[src/rtl/pwm_pkg.sv]
// Shared definitions for the PWM fade controller: default widths, the
// full-on duty code, the controller state encoding and the target clamp.
package pwm_pkg;

    localparam int PWM_CNT_W  = 8;
    localparam int PWM_DUTY_W = PWM_CNT_W + 1;
    localparam int DUTY_FULL  = 1 << PWM_CNT_W;

    typedef enum logic [1:0] {
        ST_IDLE = 2'd0,
        ST_RAMP = 2'd1,
        ST_DONE = 2'd2
    } fade_state_t;

    // Targets above full-on carry no extra meaning for the PWM core, so cap them.
    function automatic int unsigned clamp_duty(input int unsigned target,
                                               input int unsigned full);
        int unsigned r;
        r = (target > full) ? full : target;
        return r;
    endfunction

endpackage

[src/rtl/pwm_period_tick.sv]
// PWM period counter (kept in lockstep with the PWM core counter) plus the
// ramp-rate prescaler. Produces the period-boundary and rate ticks.
module pwm_period_tick #(
    parameter int CNT_W = 8,
    parameter int RATE  = 4
) (
    input  logic clk,
    input  logic reset,
    input  logic i_enable,
    input  logic i_clr_rate,
    output logic o_boundary_tick,
    output logic o_rate_tick
);

    localparam logic [7:0] RATE_LAST = 8'(RATE - 1);

    logic [CNT_W-1:0] r_cnt;
    logic [7:0]       r_rate;

    assign o_boundary_tick = i_enable && (r_cnt == '1);
    assign o_rate_tick     = o_boundary_tick && (r_rate == RATE_LAST);

    // Free-running period counter; resets and enables exactly like the PWM core.
    always_ff @(posedge clk or posedge reset) begin
        if (reset) begin
            r_cnt <= '0;
        end else if (i_enable) begin
            r_cnt <= r_cnt + 1'b1;
        end
    end

    // Counts boundaries between ramp steps; request acceptance restarts the count.
    always_ff @(posedge clk or posedge reset) begin
        if (reset) begin
            r_rate <= '0;
        end else if (i_clr_rate || o_rate_tick) begin
            r_rate <= '0;
        end else if (o_boundary_tick) begin
            r_rate <= r_rate + 8'd1;
        end
    end

endmodule

[src/rtl/pwm_fade_controller.sv]
// Fade sequencer for the 8-bit PWM core: accepts (target, step) requests and
// ramps duty_cycle toward the target one step per RATE PWM periods, updating
// only on period wrap edges. Define PWM_FADE_ABORT_EN to add the abort input.
module pwm_fade_controller
    import pwm_pkg::*;
#(
    parameter int CNT_W  = PWM_CNT_W,
    parameter int DUTY_W = PWM_DUTY_W,
    parameter int RATE   = 4
) (
    input  logic              clk,
    input  logic              reset,
    input  logic              enable,
    input  logic              req_valid,
    output logic              req_ready,
    input  logic [DUTY_W-1:0] req_target,
    input  logic [CNT_W-1:0]  req_step,
`ifdef PWM_FADE_ABORT_EN
    input  logic              abort,
`endif
    output logic [DUTY_W-1:0] duty_cycle,
    output logic              pwm_enable,
    output logic              busy,
    output logic              done
);

    localparam int unsigned FULL = 1 << CNT_W;

    fade_state_t       r_state;
    fade_state_t       w_state_nxt;
    logic [DUTY_W-1:0] r_duty;
    logic [DUTY_W-1:0] w_duty_nxt;
    logic [DUTY_W-1:0] r_target;
    logic [CNT_W-1:0]  r_step;
    logic              w_accept;
    logic              w_boundary_tick;
    logic              w_rate_tick;

    // One ramp step toward tgt, done one bit wider so neither direction wraps;
    // the result saturates at tgt, and a zero step jumps straight there.
    function automatic logic [DUTY_W-1:0] step_toward(input logic [DUTY_W-1:0] cur,
                                                      input logic [DUTY_W-1:0] tgt,
                                                      input logic [CNT_W-1:0]  stp);
        logic [DUTY_W:0] c;
        logic [DUTY_W:0] t;
        logic [DUTY_W:0] s;
        logic [DUTY_W:0] n;
        c = {1'b0, cur};
        t = {1'b0, tgt};
        s = (DUTY_W + 1)'(stp);
        if (stp == '0) begin
            n = t;
        end else if (c < t) begin
            n = c + s;
            if (n >= t) n = t;
        end else if ((c - t) <= s) begin
            n = t;
        end else begin
            n = c - s;
        end
        return n[DUTY_W-1:0];
    endfunction

    assign w_accept   = req_valid && (r_state == ST_IDLE);
    assign req_ready  = (r_state == ST_IDLE);
    assign busy       = (r_state == ST_RAMP);
    assign done       = (r_state == ST_DONE);
    assign pwm_enable = enable;
    assign duty_cycle = r_duty;

    pwm_period_tick #(
        .CNT_W (CNT_W),
        .RATE  (RATE)
    ) u_tick (
        .clk             (clk),
        .reset           (reset),
        .i_enable        (enable),
        .i_clr_rate      (w_accept),
        .o_boundary_tick (w_boundary_tick),
        .o_rate_tick     (w_rate_tick)
    );

    // State and duty registers; duty only moves on rate ticks, which sit on wrap edges.
    always_ff @(posedge clk or posedge reset) begin
        if (reset) begin
            r_state <= ST_IDLE;
            r_duty  <= '0;
        end else begin
            r_state <= w_state_nxt;
            r_duty  <= w_duty_nxt;
        end
    end

    // Request capture; the target is clamped to full-on as it is latched.
    always_ff @(posedge clk) begin
        if (w_accept) begin
            r_target <= DUTY_W'(clamp_duty(32'(req_target), FULL));
            r_step   <= req_step;
        end
    end

    // Next-state and next-duty; abort (when built in) beats a coincident rate tick.
    always_comb begin
        w_state_nxt = r_state;
        w_duty_nxt  = r_duty;
        case (r_state)
            ST_IDLE: begin
                if (w_accept) w_state_nxt = ST_RAMP;
            end
            ST_RAMP: begin
`ifdef PWM_FADE_ABORT_EN
                if (abort) w_state_nxt = ST_IDLE; else
`endif
                if (w_rate_tick) begin
                    w_duty_nxt = step_toward(r_duty, r_target, r_step);
                    if (w_duty_nxt == r_target) w_state_nxt = ST_DONE;
                end else if (enable && (r_duty == r_target)) begin
                    w_state_nxt = ST_DONE;
                end
            end
            ST_DONE: begin
                w_state_nxt = ST_IDLE;
            end
            default: begin
                w_state_nxt = ST_IDLE;
            end
        endcase
    end

endmodule
[config.mk]
export PLATFORM = sky130hd
export DESIGN_NAME = pwm_fade_controller
export DESIGN_NICKNAME = d
export VERILOG_FILES = /design/src/rtl/pwm_pkg.sv /design/src/rtl/pwm_period_tick.sv /design/src/rtl/pwm_fade_controller.sv
export SDC_FILE = /design/constraint.sdc
export NUM_CORES = 1
export LEC_CHECK = 0
export BUFFER_PORTS_ARGS = -buffer_cell sky130_fd_sc_hd__buf_4
export CORE_MARGIN = 5
export CORE_UTILIZATION = 57
export CTS_BUF_LIST = sky130_fd_sc_hd__clkbuf_8
export DETAILED_ROUTE_END_ITERATION = 10
export GPL_TIMING_DRIVEN = 1
export PLACE_DENSITY_LB_ADDON = 0.25
export SYNTH_ARGS = -nofsm -noshare
export SYNTH_HDL_FRONTEND = slang
export SYNTH_SLANG_ARGS = --single-unit
[constraint.sdc]
create_clock -name clk -period 3.7 [get_ports clk]
set_input_delay 0.555 -clock clk [delete_from_list [all_inputs] [get_ports clk]]
set_output_delay 0.555 -clock clk [all_outputs]
set_load 0.03 [all_outputs]
==> results.md <==
- Post-DP HPWL: 9.17 mm
- Worst path most repeated cell: buf_4
- Post-Route Skew: roughly 0.011 ns
- Multi-input gate area: between 2000 and 3000 µm²
- ANT cells: 0
- Total chip power: around 0.0012 W
- Leakage: between 2 and 2.5 nW
- Routed wire per std cell: slightly below 20 µm
- Register Area: 1190 µm²
- IO Port Bufs: 33
- Fraction of the yosys area taken by sequential cells: 29.9%
- Post-route clock period utilization: 104%
- Initial core utilization: around 60%
- Worst endpoint required time: 3.90 ns
- Max Cap Viol: 0
- Fin. Hold Viols: 0
- Critical path type: reg -> reg
- Primary FF master, synth: dfrtp_1
- Pwr Density: around 230 nW/µm²
- Die Footprint: 8720 µm²
- Cell with the most instances after synthesis: ha_1
- Num CTS Buffers: 5
- Setup WS post-layout: -0.137 ns
- DR vias/cell: around 6.0
- Largest family of logic cells by synthesized area: compound AO/OA/AOI/OAI gates
- Setup TNS Final: -0.429 ns
- Detailed Route WL: 12.6 mm
- Cell-by-cell trace of the critical path: inv_1 -> ha_2 -> nand2b_1 -> o311ai_2 -> buf_4 -> a21o_1 -> buf_4 -> a21oi_2 -> xnor2_1 -> ha_1 -> nand3_1 -> nor3_4 -> buf_4 -> a21oi_4 -> nand2_4 -> o41ai_2 -> nor3_2 -> o2111ai_2 -> a31o_1
- Area of the core: 6790 µm²
- Clk root buf: clkbuf_8
- GRT Total Usage: slightly below 30%
- Synth Register Bits: 44
- Count of hold buffers inserted by post-cts repair: 0
- Post-synth EDFFs: 17
- Status: complete, but fails checks
- Gr ovfl total: 0
- Relative slew slack: 24.4%
- Drc violations: 0
- Nets: around 620
- Slowest CP cell: edfxtp_1
- Clk slew on worst S/H paths: ~0.090 ns
- Failing checks: setup timing
- CP max stage delay: approximately 0.46 ns
- Worst slew pin tran: ~1.1 ns
- Post-Syn Instances: between 400 and 500
- Synth Area in Compound Gates: just over 20%
- Adder-cell share of the synthesized area: 15.7%
- Crit path DAT: just over 4 ns
- Row Count: 30
- Chip Width: a little over 90 µm
- Worst-Skew Late Latency: roughly 0.3 ns
- Mapped Nets: 500
- Antenna-violating nets left: 0
- CTS tree: yes
- Max-slew violations: 0
- Number of synthesis warnings: 0
- Post-Syn Area per Cell: between 9 and 10 µm²
- Final setup viols: 7
- Vias: 3,867
- Drt pass-1 iters: 5
- Area Overhead vs Synth: 33.9%
- Largest net degree at the start of global routing: 28
- Clock Tree Buf Depth: 2
- Vias in the first global route: slightly below 4,000
- Buffer and inverter count on the worst path: 4
- F_max: 261 MHz
- CTS H-tree depth: 2
- Simple-gate portion of the synthesized area: between 10% and 20%
- I/O Pins: 34
- Most frequent cells after synthesis: 45 x ha_1, 34 x nor2_1, 28 x xnor2_1
- Synth top area share: ~17%
- Peak supply drop: about 0.22 mV
- Worst Hold Class: in -> reg
- Endpoint type of the worst setup path: flip-flop
- Family with the most delay on the worst path: compound AO/OA/AOI/OAI gates
- Unrepaired setup endpoints after global routing: true
- Mux share of post-synthesis cell area: less than 1%
- Fin cells: approximately 650
- Largest area contributor in the netlist: dfrtp_1
- Top cells by area, synth: dfrtp_1 17%, ha_1 14%, edfxtp_1 13%
- FFs w/ async S/R, synth: between 60% and 70%
- CTS Sinks: 44
- Synth cell types: 72
- Post-Synth XOR/XNOR Area: 9.54%
- Fillers: between 400 and 500
- Layout cells sized above 1: 35.0%
- First-pass GRT wire length: around 20 mm
- Final min period: 3.84 ns
- Initial antenna violation count: 0
- Die height: approximately 93 µm
- Crit start category: flip-flop
- Critical Path Fanout Max: 6
- Final GP Congestion: 1.11
- DRT iter0 DRCs: about 330
- Placed cell count: approximately 600
- Post-Syn Area: slightly below 4000 µm²
[per-stage QoR]
step           util (%)  hold WS [ns]  worst slack [ns]  area (µm²)
5_1_grt            78.1         0.414            -0.294        5310
3_5_place_dp       70.8         0.456            -0.228        4810
4_1_cts            75.1         0.419           -0.0334        5100
2_1_floorplan         -         0.439           0.00339        3990
6_report           78.1         0.424            -0.137        5310
3_3_place_gp       70.8         0.456            -0.166        4810
[worst reg2reg max path, stage by stage (launching register included)]
cell and delay (ns):
edfxtp_1 0.46, inv_1 0.13, ha_2 0.32, nand2b_1 0.13, o311ai_2 0.12, buf_4 0.15
a21o_1 0.18, buf_4 0.14, a21oi_2 0.18, xnor2_1 0.13, ha_1 0.32, nand3_1 0.14
nor3_4 0.25, buf_4 0.15, a21oi_4 0.06, nand2_4 0.13, o41ai_2 0.10, nor3_2 0.25
o2111ai_2 0.17, a31o_1 0.25
[cell families (layout without fill, tap and decap cells)]
kind of cell | count (synthesis) | in the layout
AND/OR/NAND/NOR | 143 | 143
buffers and inverters | 40 | 158
XOR/XNOR | 41 | 41
flip-flops | 44 | 44
multiplexers | 2 | 2
AO/OA/AOI/OAI | 113 | 113
adder cells (fa/ha/maj) | 48 | 48
[routing by layer]
layer / vias up / share of wire [%] / track usage [%]
met5: - / 0 / 0
met4: 0 / 3.1 / 10.5
met3: 36 / 6.9 / 5.23
met2: 170 / 49 / 48.8
met1: 1860 / 41 / 36.8
li1: 1801 / - / -
[state kept, by name (all words and copies together), names as in the netlist]
name           cells
r_target           9
u_tick.r_cnt       8
duty_cycle         9
u_tick.r_rate      8
r_step             8
r_state            2
[final timing paths]
check                                       startpoint                     endpoint  slack [ns]  depth (start not counted)
max                                r_step[2]$_DFFE_PP_       r_state[0]$_DFFE_PP0P_       -0.14                         19
min                                        req_step[4]          r_step[4]$_DFFE_PP_        0.42                          1
max reg2reg                        r_step[2]$_DFFE_PP_       r_state[0]$_DFFE_PP0P_       -0.14                         19
min reg2reg                u_tick.r_cnt[6]$_DFFE_PP0P_  u_tick.r_cnt[6]$_DFFE_PP0P_        0.48                          1
max in group asynchronous                        reset    duty_cycle[4]$_DFFE_PP0P_        2.40                          2
min in group asynchronous                        reset    duty_cycle[1]$_DFFE_PP0P_        0.54                          2
[area by class of cell]
class,count,area share [%]
inverters,28,2.03
clock inverters,3,0.283
well taps,96,2.26
multi-input cells,347,54.1
clock buffers,5,1.30
flip-flops and latches,44,22.4
repair buffers,122,17.6
[power breakdown]
group | leakage (nW) | switching (W) | internal, W | total, W
logic | 1.91 | 0.000168 | 0.000155 | 0.000323
registers | 0.511 | 0.0000435 | 0.000559 | 0.000603
clock network | 0.0496 | 0.000172 | 0.000130 | 0.000302
total | 2.47 | 0.000383 | 0.000844 | 0.00123
[placed cells by master (no fill, tap or decap), types with 4 or more instances in the layout]
master | synthesis | routed
buf_4 | 1 | 117
ha_1 | 45 | 39
nor2_1 | 34 | 31
xnor2_1 | 28 | 27
nand2_1 | 27 | 26
inv_1 | 27 | 26
dfrtp_1 | 27 | 24
edfxtp_1 | 17 | 17
nor2b_1 | 19 | 16
xor2_1 | 12 | 12
a21o_1 | 12 | 12
nand3_1 | 11 | 11
a21oi_1 | 19 | 11
o21ai_0 | 20 | 10
a21oi_2 | 2 | 9
and3_1 | 8 | 8
nor3_1 | 10 | 8
o21ai_1 | 0 | 7
o21a_1 | 5 | 5
o22ai_1 | 7 | 5
ha_4 | 0 | 5
clkbuf_8 | 0 | 5
buf_6 | 2 | 5
o21ai_2 | 1 | 4
nand2b_1 | 5 | 4
nor4_1 | 4 | 4
and2_1 | 4 | 4
o2111ai_1 | 5 | 4
[timing repair]
item | 4_1_cts | 5_1_grt
setup buffers | 11 | 9
setup endpoints to repair | 11 | 11
gates resized for setup | 25 | 42
pin swaps | 19 | 21
(Power assumes the default switching activity.)
